`src/rtl/stream_throttle.sv`:
```
// Back-pressure mask: with n > 0, drops ready for one cycle in every n+1.
module stream_throttle (
  input  logic       clk,
  input  logic       reset_n,
  input  logic [7:0] n,
  input  logic       load,
  input  logic [7:0] load_val,
  output logic       mask
);

  logic [7:0] cnt_q, cnt_d;

  always_comb begin
    if (load)              cnt_d = load_val;
    else if (cnt_q == 8'd0) cnt_d = n;
    else                   cnt_d = cnt_q - 8'd1;
  end

  always_ff @(posedge clk) begin
    if (!reset_n) cnt_q <= 8'd0;
    else          cnt_q <= cnt_d;
  end

  assign mask = (n == 8'd0) || (cnt_q != 8'd0);

endmodule

```
`config.mk`:
```
export PLATFORM = sky130hd
export DESIGN_NAME = stream_throttle
export DESIGN_NICKNAME = d
export VERILOG_FILES = /design/src/rtl/stream_throttle.sv
export SDC_FILE = /design/constraint.sdc
export NUM_CORES = 1
export LEC_CHECK = 0
export ABC_AREA = 1
export CAP_MARGIN = 20
export CORE_UTILIZATION = 39
export DETAILED_ROUTE_END_ITERATION = 7
export GPL_TIMING_DRIVEN = 0
export HOLD_SLACK_MARGIN = 0.15
export PLACE_DENSITY = 0.72
export SETUP_SLACK_MARGIN = 0.3
export SYNTH_ARGS = -nofsm -noshare
export SYNTH_HDL_FRONTEND = slang
export SYNTH_SLANG_ARGS = --single-unit
```
`constraint.sdc`:
```
create_clock -name clk -period 1.2 [get_ports clk]
set_input_delay 0.36 -clock clk [delete_from_list [all_inputs] [get_ports clk]]
set_output_delay 0.36 -clock clk [all_outputs]
set_load 0.02 [all_outputs]
```
After elaboration in Yosys (flattened, before gate mapping)
Cells that the tools add are included.
- multiplexer cells: 2
- reductions and logical operators: 4
- add/subtract/negate cells: 1
- operator list (operator ; count):
    zero test 8 bit ; 2
    two-way mux 8 bit ; 2
    nonzero test 8 bit ; 1
    subtractor 8 x 1 -> 8 bit, second input constant ; 1
    logical OR 1 bit ; 1
- flip-flop bits (word level): 8
- input bits: 19
- word-level logic and storage cells: 8

Depth between registers and ports, before layout
- depth after elaboration: 3
- depth in mapped cells: 10
- gate-level depth less buffers: 10

Worst setup path after synthesis
OpenSTA, ideal clock, no wires.
- path type: flip-flop to output port
- from: register cnt_q[0]
- to: output port mask
- stages on the path, launching flop included: 6
- data required time: 840 ps
- buffers on the path: 0
- path slack: -112 ps
- data arrival time: 952 ps
- cell sequence: dfxtp_1 > inv_1 > ha_1 > nand3_1 > nor2_4 > nand2_1
- cells in the longest elaborated chain, start to end: 2
- ends and longest elaborated chain (item ; RTL line ; RTL):
    start: declaration ; 11 ; logic [7:0] cnt_q, cnt_d;
    start signal: assignment ; 21 ; else cnt_q <= cnt_d;
    nonzero test 8 bit ; 24 ; assign mask = (n == 8'd0) || (cnt_q != 8'd0);
    logical OR 1 bit ; 24 ;
    end: declaration ; 8 ; output logic mask
Every way passes these cells.

Final worst setup path
- from: register cnt_q[1]
- to: output port mask
The elaborated chain is that of the path after synthesis.

==> results.md <==
* Status: finished, violations left
* Failing checks: setup timing
* R2R Setup Slk at -0.18 ns
* Regs by FF count: cnt_q: 8 flops
* Worst-path clk slew at 0.06 ns
* Crit-path max FO at 2
* Cts hold-fix bufs at 0
* Ys flop type: dfxtp_1
* Register area share after synthesis at 0.2645
* Crit path time final at 1.535 ns
* Psw at 0.0003739 W
* Met1 Use GR at 0.2580
* Dominant cell by count in the synthesized netlist: nand2_1
* Final wirelength at 1609 um
* Startpoint types: flop
* Chip Width at 41.41 um
* Largest net degree at the start of global routing at 10
* HPWL Detailed at 1211 um
* CTS Buffer Depth at 2
* YS warnings at 0
* Pint at 0.0006571 W
* Post-synth EDFFs at 0
* Setup CP Type: reg -> out
* H-tree lvl count at 1
* Clock root cell: clkbuf_4
* ANT nets after route at 0
* Clk network pwr share at 0.197
* GRT met2 Usage at 0.3469
* Crit-path slowest cell: dfxtp_2
* GRT Total Usage at 0.2061
* Worst Reg2Reg Path Length in Cells at 11
* Worst slew pin tran at 0.2363 ns
* Synth Net Count at 122
* Vias per inst at 5.007
* Sw Share at 0.3627
* Placed Instances at 134
* CP Data Arrival Time at 1.18 ns
* Yosys reg bits at 8
* TritonRoute pass-1 iters at 4
* Mapped Area at 605.6 um^2
* FP Rows at 13
* I/O pins at 20
* Starting density of the core at 0.4432
* Hold depth at 3
* Max-slew headroom at 0.8408
* Initial antenna violation count at 0
* Routability cong. at 0.8348
* Most flops, register: cnt_q
* Area leader, netlist: dfxtp_1
* P_leak at 0.4855 nW
* Gr ovfl total at 0
* HP Start: load
* Largest cells by area after synthesis: dfxtp_1 26%, nand2_1 15%, nand3_1 8.3%
* First-pass GRT wire length at 2794 um
* DRT iter0 DRCs at 16
* Synth cell types at 21
* Area grow syn2layout at 73.76%
* RSZ-0062 raised after global routing: yes
* Non-Filler Instances at 147
* GRT busiest layer: met2
* Dpl ws at -1.085 ns
* Final WS setup at -0.3351 ns
* CP endpoint kind: output port
* Final Hold Vio Count at 0
* Clk_skew at 0.006763 ns
* CP cell instances: inv_2, ha_4, nand3_4, nor2_4, nand2_4, buf_6
* Top cell type's share of synthesized area at 0.2645
* Cell area after placement at 884.6 um^2
* CTS tree: built
* Net count, final at 155
* Commonest cells post-synth: 25 x nand2_1, 13 x inv_1, 12 x nor2_1
* Worst Path Required at 0.84 ns
* Port bufs at 18
* DR WL/cell at 10.95 um
* FMAX at 651.4 MHz
* Max reg flops at 8
* Comb pwr share at 0.488
* Pwr dens at 979.8 nW/um^2
* WHS Endpoint: cnt_q[7]
* Die Ht at 41.41 um
* Period utilization at 1.279
* Hold/Removal Path Class: in -> reg
* Met3 Usage GRT at 0.02609
* CTS Buf Count at 3
* # Max-Cap Violations at 0
* Synth async-reset ratio at 0
* Share of layout cells above drive strength 1 at 0.3864
* Worst-Skew Late Latency at 0.25 ns
* CTS sink count at 8
* Avg Inst Size Synth at 5.996 um^2
* Drt drc at 0
* Worst r2r src: cnt_q[1]
* Number of global-route vias before repair at 712
* Max IR drop VDD at 0.0005935 V
* Core area at 1366 um^2
* Endpoints failing setup at 9
* Antenna cell count at 0
* Min Hold Slack at 0.4302 ns
* Max stage delay on crit path at 0.32 ns
* Final Cell Area at 1052 um^2
* Sequential share of power at 0.315
* Cells after synthesis at 101
* Routed vias at 736
* Die footprint at 1714 um^2
* R2r endpoint: cnt_q[0]
* Max Slew Vio Count at 0
[layer usage]
metal,part of all wire,vias to the layer above
met2,0.49,29
met1,0.44,316
met5,0,-
met4,0.014,0
met3,0.052,2
li1,-,389
[critical path, delay by kind of cell (launching register included)]
kind,cells,cell delay (ns)
DFF,1,0.32
and+or+nand+nor,3,0.25
buffers and inverters,2,0.20
adders and majority gates,1,0.15
[cells by family (layout without fill, tap and decap cells)]
group,Yosys count,in the layout,share of synthesized area
AOI/OAI and AO/OA,16,16,0.1405
xor gates and xnor gates,1,1,0.01447
adders and majority gates,2,2,0.04132
buffers and inverters,17,48,0.1074
DFF,8,8,0.2645
and+or+nand+nor,57,57,0.4318
[layout make-up]
cell class,count,area [um^2]
Clock buffer,3,22.52
Sequential cell,8,165.2
Buffer,1,5.005
Multi-Input combinational cell,76,521.8
Timing Repair Buffer,28,254.0
Fill cell,115,314.1
Inverter,16,65.06
Tap cell,15,18.77
[worst max-delay path by stage]
stage / start / depth (start not counted) / slack (ns) / end
6_report: cnt_q[1] / 6 / -0.34 / mask
3_5_place_dp: n[2] / 5 / -1.08 / mask
5_1_grt: cnt_q[1] / 6 / -0.40 / mask
4_1_cts: cnt_q[0] / 6 / -0.37 / mask
2_1_floorplan: n[2] / 3 / 0.03 / mask
3_3_place_gp: n[2] / 5 / -1.07 / mask
[through the flow]
stage | util | TNS, ns | power [W]
floorplan | - | 0 | 0.0005916
global placement | 0.6474 | -1.647 | 0.0007091
detailed placement | 0.6474 | -1.803 | 0.0007178
CTS | 0.7033 | -1.103 | 0.0009500
global route | 0.7701 | -2.234 | 0.001112
finish | 0.7701 | -1.467 | 0.001031
[power groups by stage]
stage          sequential (W)  combinational, W  clock [W]
5_1_grt              0.000329          0.000556   0.000227
3_5_place_dp         0.000329          0.000388          0
6_report             0.000325          0.000503   0.000203
3_3_place_gp         0.000329          0.000380          0
2_1_floorplan        0.000324          0.000267          0
4_1_cts              0.000323          0.000427   0.000200
[cells in the final DEF, fill, tap and decap left out]
master,n
o21a_1,1
nor2_1,10
a21oi_2,3
or2_1,1
dfxtp_1,4
clkinv_1,1
nand3_4,1
inv_1,10
o21ai_1,1
buf_2,1
nor2_2,2
nand4_1,1
o21ai_2,2
buf_6,2
clkdlybuf4s15_1,3
nand2_4,1
xnor2_1,1
a21oi_1,5
nand2_1,21
a21o_1,1
nand3_1,4
clkbuf_4,3
clkdlybuf4s50_1,9
o21ai_0,3
buf_4,9
nor4_4,2
dlygate4sd2_1,5
ha_4,2
dfxtp_2,4
inv_6,1
nand3_2,5
nor2_4,4
nand2_2,5
inv_2,4
[what timing repair did]
action,in CTS,in global routing
endpoints found under the setup margin,9,9
gates cloned,0,0
pin swaps,4,7
hold endpoints to repair,0,0
buffers inserted,5,5
gates resized for setup,19,18
Power figures use the tool's default switching activity.
